===== src/rtl/match_result_collector_pkg.sv =====
// Shared grid/record parameters, record layout and FSM encoding for the
// decoder match-result collector.
package match_result_collector_pkg;

  localparam int GRID_Y = 4;
  localparam int GRID_X = 5;
  localparam int CORDINATE_WIDTH = 3;
  localparam int MATCH_VALUE_WIDTH = 2 * CORDINATE_WIDTH;
  localparam int RECORD_WIDTH = 4 * CORDINATE_WIDTH;

  // Record layout: {node_y, node_x, match_y, match_x}
  localparam int MATCH_X_LSB = 0;
  localparam int MATCH_Y_LSB = CORDINATE_WIDTH;
  localparam int NODE_X_LSB = 2 * CORDINATE_WIDTH;
  localparam int NODE_Y_LSB = 3 * CORDINATE_WIDTH;

  typedef enum logic [1:0] {
    IDLE,
    SCAN,
    DRAIN,
    FIN
  } collector_state_t;

  function automatic int count_width(input int nodes);
    return $clog2(nodes + 1);
  endfunction

endpackage


===== src/rtl/match_record_reg.sv =====
// One-entry valid/ready output register; load must only be
// asserted when the entry is empty or being transferred.
module match_record_reg #(
  parameter int WIDTH = 8
) (
  input  logic             clk,
  input  logic             reset,
  input  logic             load,
  input  logic [WIDTH-1:0] in_data,
  input  logic             in_flag,
  input  logic             out_ready,
  output logic             out_valid,
  output logic [WIDTH-1:0] out_data,
  output logic             out_flag
);

  always_ff @(posedge clk) begin
    if (!reset) begin
      out_valid <= 1'b0;
      out_data  <= '0;
      out_flag  <= 1'b0;
    end else if (load) begin
      out_valid <= 1'b1;
      out_data  <= in_data;
      out_flag  <= in_flag;
    end else if (out_ready) begin
      out_valid <= 1'b0;
    end
  end

endmodule


===== src/rtl/match_result_collector.sv =====
// Snapshots decoder defects/matches and streams one record per defect.
// MATCH_COLLECTOR_DEDUP_PAIRS_EN: emit one record per in-grid matched pair.
module match_result_collector
  import match_result_collector_pkg::*;
#(
  parameter int GRID_Y = match_result_collector_pkg::GRID_Y,
  parameter int GRID_X = match_result_collector_pkg::GRID_X
) (
  input  logic clk,
  input  logic reset,
  input  logic [GRID_Y*GRID_X-1:0] measurement_flat,
  input  logic [GRID_Y*GRID_X*MATCH_VALUE_WIDTH-1:0] match_value_flat,
  input  logic capture,
  output logic out_valid,
  input  logic out_ready,
  output logic [RECORD_WIDTH-1:0] out_data,
  output logic out_boundary,
  output logic done,
  output logic [count_width(GRID_Y*GRID_X)-1:0] record_count,
  output logic busy,
  output logic capture_overrun
);

  localparam int CW = CORDINATE_WIDTH;
  localparam int MW = MATCH_VALUE_WIDTH;
  localparam int NODES = GRID_Y * GRID_X;
  localparam int IW = $clog2(NODES);

  collector_state_t state, state_nx;

  logic [NODES-1:0]    meas_q;
  logic [NODES*MW-1:0] match_q;
  logic [IW-1:0]       index;
  logic [CW-1:0]       node_y;
  logic [CW-1:0]       node_x;
  logic [MW-1:0]       cur_match;
  logic [CW-1:0]       cur_my;
  logic [CW-1:0]       cur_mx;
  logic [RECORD_WIDTH-1:0] rec_in;
  logic stall, scanning, last, boundary, keep, load;

  assign cur_match = match_q[int'(index)*MW +: MW];
  assign cur_my    = cur_match[MW-1 -: CW];
  assign cur_mx    = cur_match[CW-1:0];
  assign stall     = out_valid && !out_ready;
  assign scanning  = (state == SCAN) && !stall;
  assign last      = index == IW'(NODES - 1);
  assign boundary  = (cur_my >= CW'(GRID_Y)) || (cur_mx >= CW'(GRID_X));

`ifdef MATCH_COLLECTOR_DEDUP_PAIRS_EN
  int match_idx;
  assign match_idx = int'(cur_my) * GRID_X + int'(cur_mx);
  // Lower index of a pair reports; self-matches fall through as equal.
  assign keep = boundary || (int'(index) <= match_idx);
`else
  assign keep = 1'b1;
`endif

  assign load = scanning && meas_q[index] && keep;

  assign rec_in[NODE_Y_LSB +: CW]  = node_y;
  assign rec_in[NODE_X_LSB +: CW]  = node_x;
  assign rec_in[MATCH_Y_LSB +: CW] = cur_my;
  assign rec_in[MATCH_X_LSB +: CW] = cur_mx;

  assign busy = state != IDLE;
  assign done = state == FIN;

  always_ff @(posedge clk) begin
    if (!reset) state <= IDLE;
    else        state <= state_nx;
  end

  always_comb begin
    state_nx = state;
    unique case (state)
      IDLE:    if (capture) state_nx = SCAN;
      SCAN:    if (!stall && last) state_nx = DRAIN;
      DRAIN:   if (!out_valid || out_ready) state_nx = FIN;
      FIN:     state_nx = IDLE;
      default: state_nx = IDLE;
    endcase
  end

  always_ff @(posedge clk) begin
    if (!reset) begin
      meas_q          <= '0;
      match_q         <= '0;
      index           <= '0;
      node_y          <= '0;
      node_x          <= '0;
      record_count    <= '0;
      capture_overrun <= 1'b0;
    end else begin
      if (capture && state != IDLE) capture_overrun <= 1'b1;
      if (capture && state == IDLE) begin
        meas_q       <= measurement_flat;
        match_q      <= match_value_flat;
        index        <= '0;
        node_y       <= '0;
        node_x       <= '0;
        record_count <= '0;
      end else if (scanning) begin
        if (last) begin
          index  <= '0;
          node_y <= '0;
          node_x <= '0;
        end else begin
          index <= index + 1'b1;
          if (node_x == CW'(GRID_X - 1)) begin
            node_x <= '0;
            node_y <= node_y + 1'b1;
          end else begin
            node_x <= node_x + 1'b1;
          end
        end
        if (load) record_count <= record_count + 1'b1;
      end
    end
  end

  match_record_reg #(
    .WIDTH(RECORD_WIDTH)
  ) u_rec (
    .clk      (clk),
    .reset    (reset),
    .load     (load),
    .in_data  (rec_in),
    .in_flag  (boundary),
    .out_ready(out_ready),
    .out_valid(out_valid),
    .out_data (out_data),
    .out_flag (out_boundary)
  );

endmodule

===== config.mk =====
export PLATFORM = sky130hd
export DESIGN_NAME = match_result_collector
export DESIGN_NICKNAME = d
export VERILOG_FILES = /design/src/rtl/match_result_collector_pkg.sv /design/src/rtl/match_record_reg.sv /design/src/rtl/match_result_collector.sv
export SDC_FILE = /design/constraint.sdc
export NUM_CORES = 1
export LEC_CHECK = 0
export ABC_AREA = 1
export CORE_MARGIN = 2
export CORE_UTILIZATION = 25
export DETAILED_ROUTE_END_ITERATION = 8
export MAX_ROUTING_LAYER = met4
export PLACE_DENSITY = 0.43
export RECOVER_POWER = 100
export SYNTH_ARGS = -nofsm -noshare
export SYNTH_HDL_FRONTEND = slang
export SYNTH_SLANG_ARGS = --single-unit

===== constraint.sdc =====
create_clock -name clk -period 2.1 [get_ports clk]
set_input_delay 0.42 -clock clk [delete_from_list [all_inputs] [get_ports clk]]
set_output_delay 0.42 -clock clk [all_outputs]
set_load 0.03 [all_outputs]

Word level (Yosys, flattened, before mapping)
Cells that the tools add are included.

Flip-flop bits (word level): 173. Bits of input ports: 144. Output and inout bits: 22. Word-level logic and storage cells: 61.

Add/sub/neg operators: 4. Multipliers: 1. $lt $le $gt $ge: 3. Equality and inequality tests: 8. Shifts and indexed selects: 1. Muxes and demuxes: 13. Bitwise gates (word level): 1. Reduce and logical (&&, ||, !) cells: 19.

Operator list (number): 120-bit by 9-bit variable part select with 6-bit output (1); 3-bit 2-to-1 mux (4); 5-bit by 1-bit adder with 5-bit output, second input constant (2); 2-bit one-hot mux with 4 select lines (1); 5-bit by 2-bit multiplier with 7-bit output, second input constant (1); 3-bit by 1-bit adder with 3-bit output, second input constant (2); 3-bit greater-or-equal comparator, second input constant (2); 1-bit logical AND (6); 5-bit by 6-bit < comparator with 1-bit output, second input constant (1); 2-bit 2-to-1 mux (3); 2-bit nonzero test (3); 1-bit binary-select mux with 5-bit select (1); 5-bit == test, second input constant (1); 5-bit 2-to-1 mux (1); 2-bit == test, second input constant (2); 2-bit inequality test, second input constant (2); 2-bit AND reduction (2); 3-bit == test, second input constant (1); 1-bit logical NOT (3); 1-bit 2-to-1 mux (3); 3-bit AND reduction (1); 2-bit by 1-bit == test with 1-bit output, second input constant (1); 2-bit logical NOT (1); 1-bit logical OR (2); 3 further kinds (3).

Longest topological paths before layout
Depth in word-level cells: 6. Depth in mapped cells: 15. Mapped depth without buffers: 13.

Cells and area by module
Synthesis repeated with hierarchy kept, for this count alone.

Cell total of the unflattened synthesis: 1083. Area total of the unflattened synthesis: 7553.5 um^2.

Modules (own cells, without submodules): match_result_collector (instances 1, cells an instance 1022, area each 7040.5 um^2, sequential area each 3183.1 um^2); match_record_reg (instances 1, cells an instance 61, area each 513.0 um^2, sequential area each 280.3 um^2).

Worst setup path after synthesis
OpenSTA, ideal clock, no wires.

Path type: reg2reg. Start point: register state[1]. End point: register node_y[2]. Library setup time: 0.072 ns. Data arrival time: 1.666 ns. Data required time: 2.028 ns. Slack: 0.363 ns. Stages on the path, launching flop included: 12. Path buffers: 0. Clock period less this slack: 1.737 ns. Cells stage by stage: dfxtp_1 > inv_1 > ha_1 > inv_1 > nor2_4 > clkinv_1 > nor2_1 > a21oi_1 > inv_1 > nand2_1 > or2_1 > a21oi_1.

Cells in the longest elaborated chain, start to end: 3. Elaborated cells on any way between the ends: 6. Those cells by class: eq/ne (1); reduce/logical (5).

RTL lines: start: declaration (RTL line match_result_collector.sv:29) `collector_state_t state, state_nx;`; start signal: assignment (RTL line match_result_collector.sv:71) `else state <= state_nx;`; 2-bit by 1-bit == test with 1-bit output or 2-bit logical NOT (tied branches) (RTL line match_result_collector.sv:46, match_result_collector.sv:96); 1-bit logical AND (on tied branches) (RTL line match_result_collector.sv:46, match_result_collector.sv:96); 2-bit AND reduction (no line) or 2-bit OR reduction (tied branches); end signal: assignment (RTL line match_result_collector.sv:112) `node_y <= node_y + 1'b1;`; end: declaration (RTL line match_result_collector.sv:34) `logic [CW-1:0] node_y;`.

Parallel ways exist; a longest one is shown, timed or not. A chain may end at the register's enable or synchronous reset.

Worst setup path in the final report
Start point: register record_count[0]. End point: output port record_count[0].

RTL lines: start: declaration (RTL line match_result_collector.sv:19) `output logic [count_width(GRID_Y*GRID_X)-1:0] record_count,`; start signal: assignment (RTL line match_result_collector.sv:117) `if (load) record_count <= record_count + 1'b1;`.

No word-level cell between the ends.

==> key figures <==
Timing
  – RSZ-0062 raised after global routing: no
  – Hold Vio Cnt, Final: 0
  – Final setup viols: 0
  – Max Slew Vio Count: 0
  – Worst clock skew: 0.0121 ns
  – Setup TNS Final: 0 ns
  – Tcrit/Tclk final: 0.959
  – Hold WS: 0.429 ns
  – Max-slew headroom: 0.642
  – Slew at the pin closest to its max-slew limit: 0.537 ns
  – Setup WS post-layout: 0.0854 ns
  – Max Fclk: 496 MHz
  – Post-route minimum period: 2.01 ns

Worst hold path
  – Hold Path Class: in2reg

Clock tree
  – Cts bufs inserted: 17
  – Clk buf depth: 2
  – Clk_lat worst skew: 0.43 ns
  – CTS tree: built
  – Clk sinks: 173
  – H-tree Lvls: 4
  – Root buffer cell: clkbuf_16
  – Clock-pin slew on the worst setup and hold paths: 0.07 ns

Logic synthesis
  – Flops & latches, synth: 173
  – EDFF count, synth: 0
  – Netlist cell types: 27
  – Cells after synthesis: 1100
  – Area leader, netlist: dfxtp_1
  – Most frequent cells after synthesis: nor2_1, o21ai_0, dfxtp_1
  – Seq/Total Area, Yosys: 0.454
  – Most numerous cell in the Yosys netlist: nor2_1
  – Mapped Area: 0.00763 sq mm
  – Syn avg cell area: 6.94 sq um
  – Synth top area cells: dfxtp_1, o21ai_0, nor2_1
  – Syn_nets: 1253
  – Yosys warning total: 0
  – Synth Flop Type: dfxtp_1
  – Async SR Flop Fraction: 0
  – Top cell type's share of synthesized area: 0.454

Worst setup path
  – Critical path capture point type: output pin
  – CP Max Fanout: 5
  – Slowest-stage cell, CP: dlygate4sd3_1
  – Crit path cell chain: dlygate4sd3_1
  – Req. time, crit path: 1.68 ns
  – Worst path top cell family by delay: buffers and inverters
  – Crit-path max cell delay: 0.76 ns
  – Worst Path Buf+Inv: 1
  – Critical path class: reg2out
  – Critical Path AT: 1.59 ns
  – Kind of launch point of the worst setup path: flip-flop

Cells and area
  – Design area: 0.0103 sq mm
  – Final Util: 0.345
  – Area Growth Syn to Fin: 35.2%
  – Final nets: 1391
  – Layout cells sized above 1: 0.0608
  – Final cell count without fillers: 1646

GRT
  – Largest net degree at the start of global routing: 123
  – Grt ovf: 0
  – Global-route wire length before repair: 38100 um
  – Vias in the first global route: 6994
  – Antenna violations before repair: 5
  – Total Routing Usage GR: 0.159

Die
  – Initial Util: 0.255
  – Std cell rows: 63
  – Height of the die: 179 um
  – Boundary pin count: 166
  – Core area: 0.0299 sq mm
  – Die width: 179 um
  – DIE AREA: 0.0319 sq mm

Route
  – Vias: 7218
  – Via density: 4.39
  – Drt wl/cell: 14.8 um
  – Initial DRC Count: 483
  – Post-route ant nets: 0
  – # DRC: 0
  – Drt total wl: 24300 um
  – Router iterations before antenna repair: 4

Pwr
  – Pwr dens: 1170 mW/mm^2
  – Total power: 12.1 mW
  – Leakage power: 4.24 nW
  – Peak VDD IR: 530 uV

Placed design
  – Hpwl dp: 17200 um
  – Port bufs: 165
  – Placement Cell Area: 0.00973 sq mm
  – DP Worst Slack: 0.101 ns
  – Placed instance count: 1609
  – GPL Wtd Cong: 0.750

Job
  – Max Cap Violations: 0

Status
  – Outcome: finished, final reports clean
-- cells by family after synthesis --
family,count (synthesis),synth area share
buffers and inverters,166,0.0930
AND/OR/NAND/NOR,440,0.228
adder cells (fa/ha/maj),9,0.0148
AO/OA/AOI/OAI,306,0.203
XOR/XNOR,6,0.00689
flip-flops,173,0.454
-- per-layer routing --
| metal | track usage | vias to the layer above | part of all wire |
|---|---|---|---|
| met5 | - | - | 0 |
| met4 | 0.0413 | 0 | 0.011 |
| met3 | 0.0350 | 14 | 0.048 |
| met2 | 0.237 | 135 | 0.43 |
| met1 | 0.218 | 3250 | 0.51 |
| li1 | - | 3819 | - |
-- what timing repair did --
item | 4_1_cts | 5_1_grt
endpoints found under the setup margin | 1 | 2
hold buffers | 0 | 0
setup buffers | 0 | 0
resized for setup | 2 | 2
-- cell usage in the layout (no fill, tap or decap), types with 2 or more instances in the layout --
master / netlist / routed
nor2_1: 226 / 227
o21ai_0: 184 / 185
dfxtp_1: 173 / 171
nand2_1: 164 / 164
clkdlybuf4s50_1: 0 / 144
a21oi_1: 90 / 90
inv_1: 84 / 85
nand3_1: 31 / 31
o21ai_1: 19 / 18
dlygate4sd3_1: 0 / 18
clkbuf_16: 0 / 17
buf_4: 4 / 17
o22ai_1: 10 / 10
ha_1: 9 / 9
inv_2: 9 / 8
buf_12: 0 / 7
nor3_1: 6 / 6
diode_2: 0 / 5
nand4_1: 4 / 4
inv_6: 0 / 4
xor2_1: 3 / 3
xnor2_1: 3 / 3
clkinv_2: 0 / 3
clkinv_4: 0 / 3
bufinv_16: 0 / 3
a211oi_1: 2 / 2
nor2_2: 3 / 2
nand2_2: 2 / 2
or2_1: 2 / 2
buf_6: 8 / 2
-- cell type report --
| cell class | count | area, sq um |
|---|---|---|
| inverter | 94 | 353 |
| timing repair buffer | 191 | 1930 |
| multi-input combinational | 761 | 3450 |
| clock inverter | 15 | 185 |
| sequential | 173 | 3470 |
| clock buffer | 17 | 425 |
| antenna | 5 | 12.5 |
| tap | 390 | 488 |
| fill | 3271 | 19600 |
-- power by group --
part	internal (mW)	total, mW	leakage, nW	switching (mW)
clock network	1.90	3.33	0.300	1.43
registers	4.09	4.42	1.43	0.330
logic	1.61	4.36	2.51	2.75
-- path summary, 6_finish.rpt --
check	start	to	slack, ns	cells past startpoint
max	record_count[0]	record_count[0]	0.09	1
min reg2reg	match_q[46]	match_q[46]	0.45	2
max reg2reg	index[0]	u_rec.out_flag	0.21	12
min	reset	u_rec.out_flag	0.43	3
-- registers in the layout (all words and copies together), names as in the netlist --
| register | count |
|---|---|
| capture_overrun | 1 |
| index | 5 |
| match_q | 120 |
| meas_q | 20 |
| node_x | 3 |
| node_y | 3 |
| record_count | 5 |
| state | 2 |
| u_rec.out_data | 12 |
| u_rec.out_flag | 1 |
| u_rec.out_valid | 1 |
Note: power is estimated with default switching activity, not from simulation.
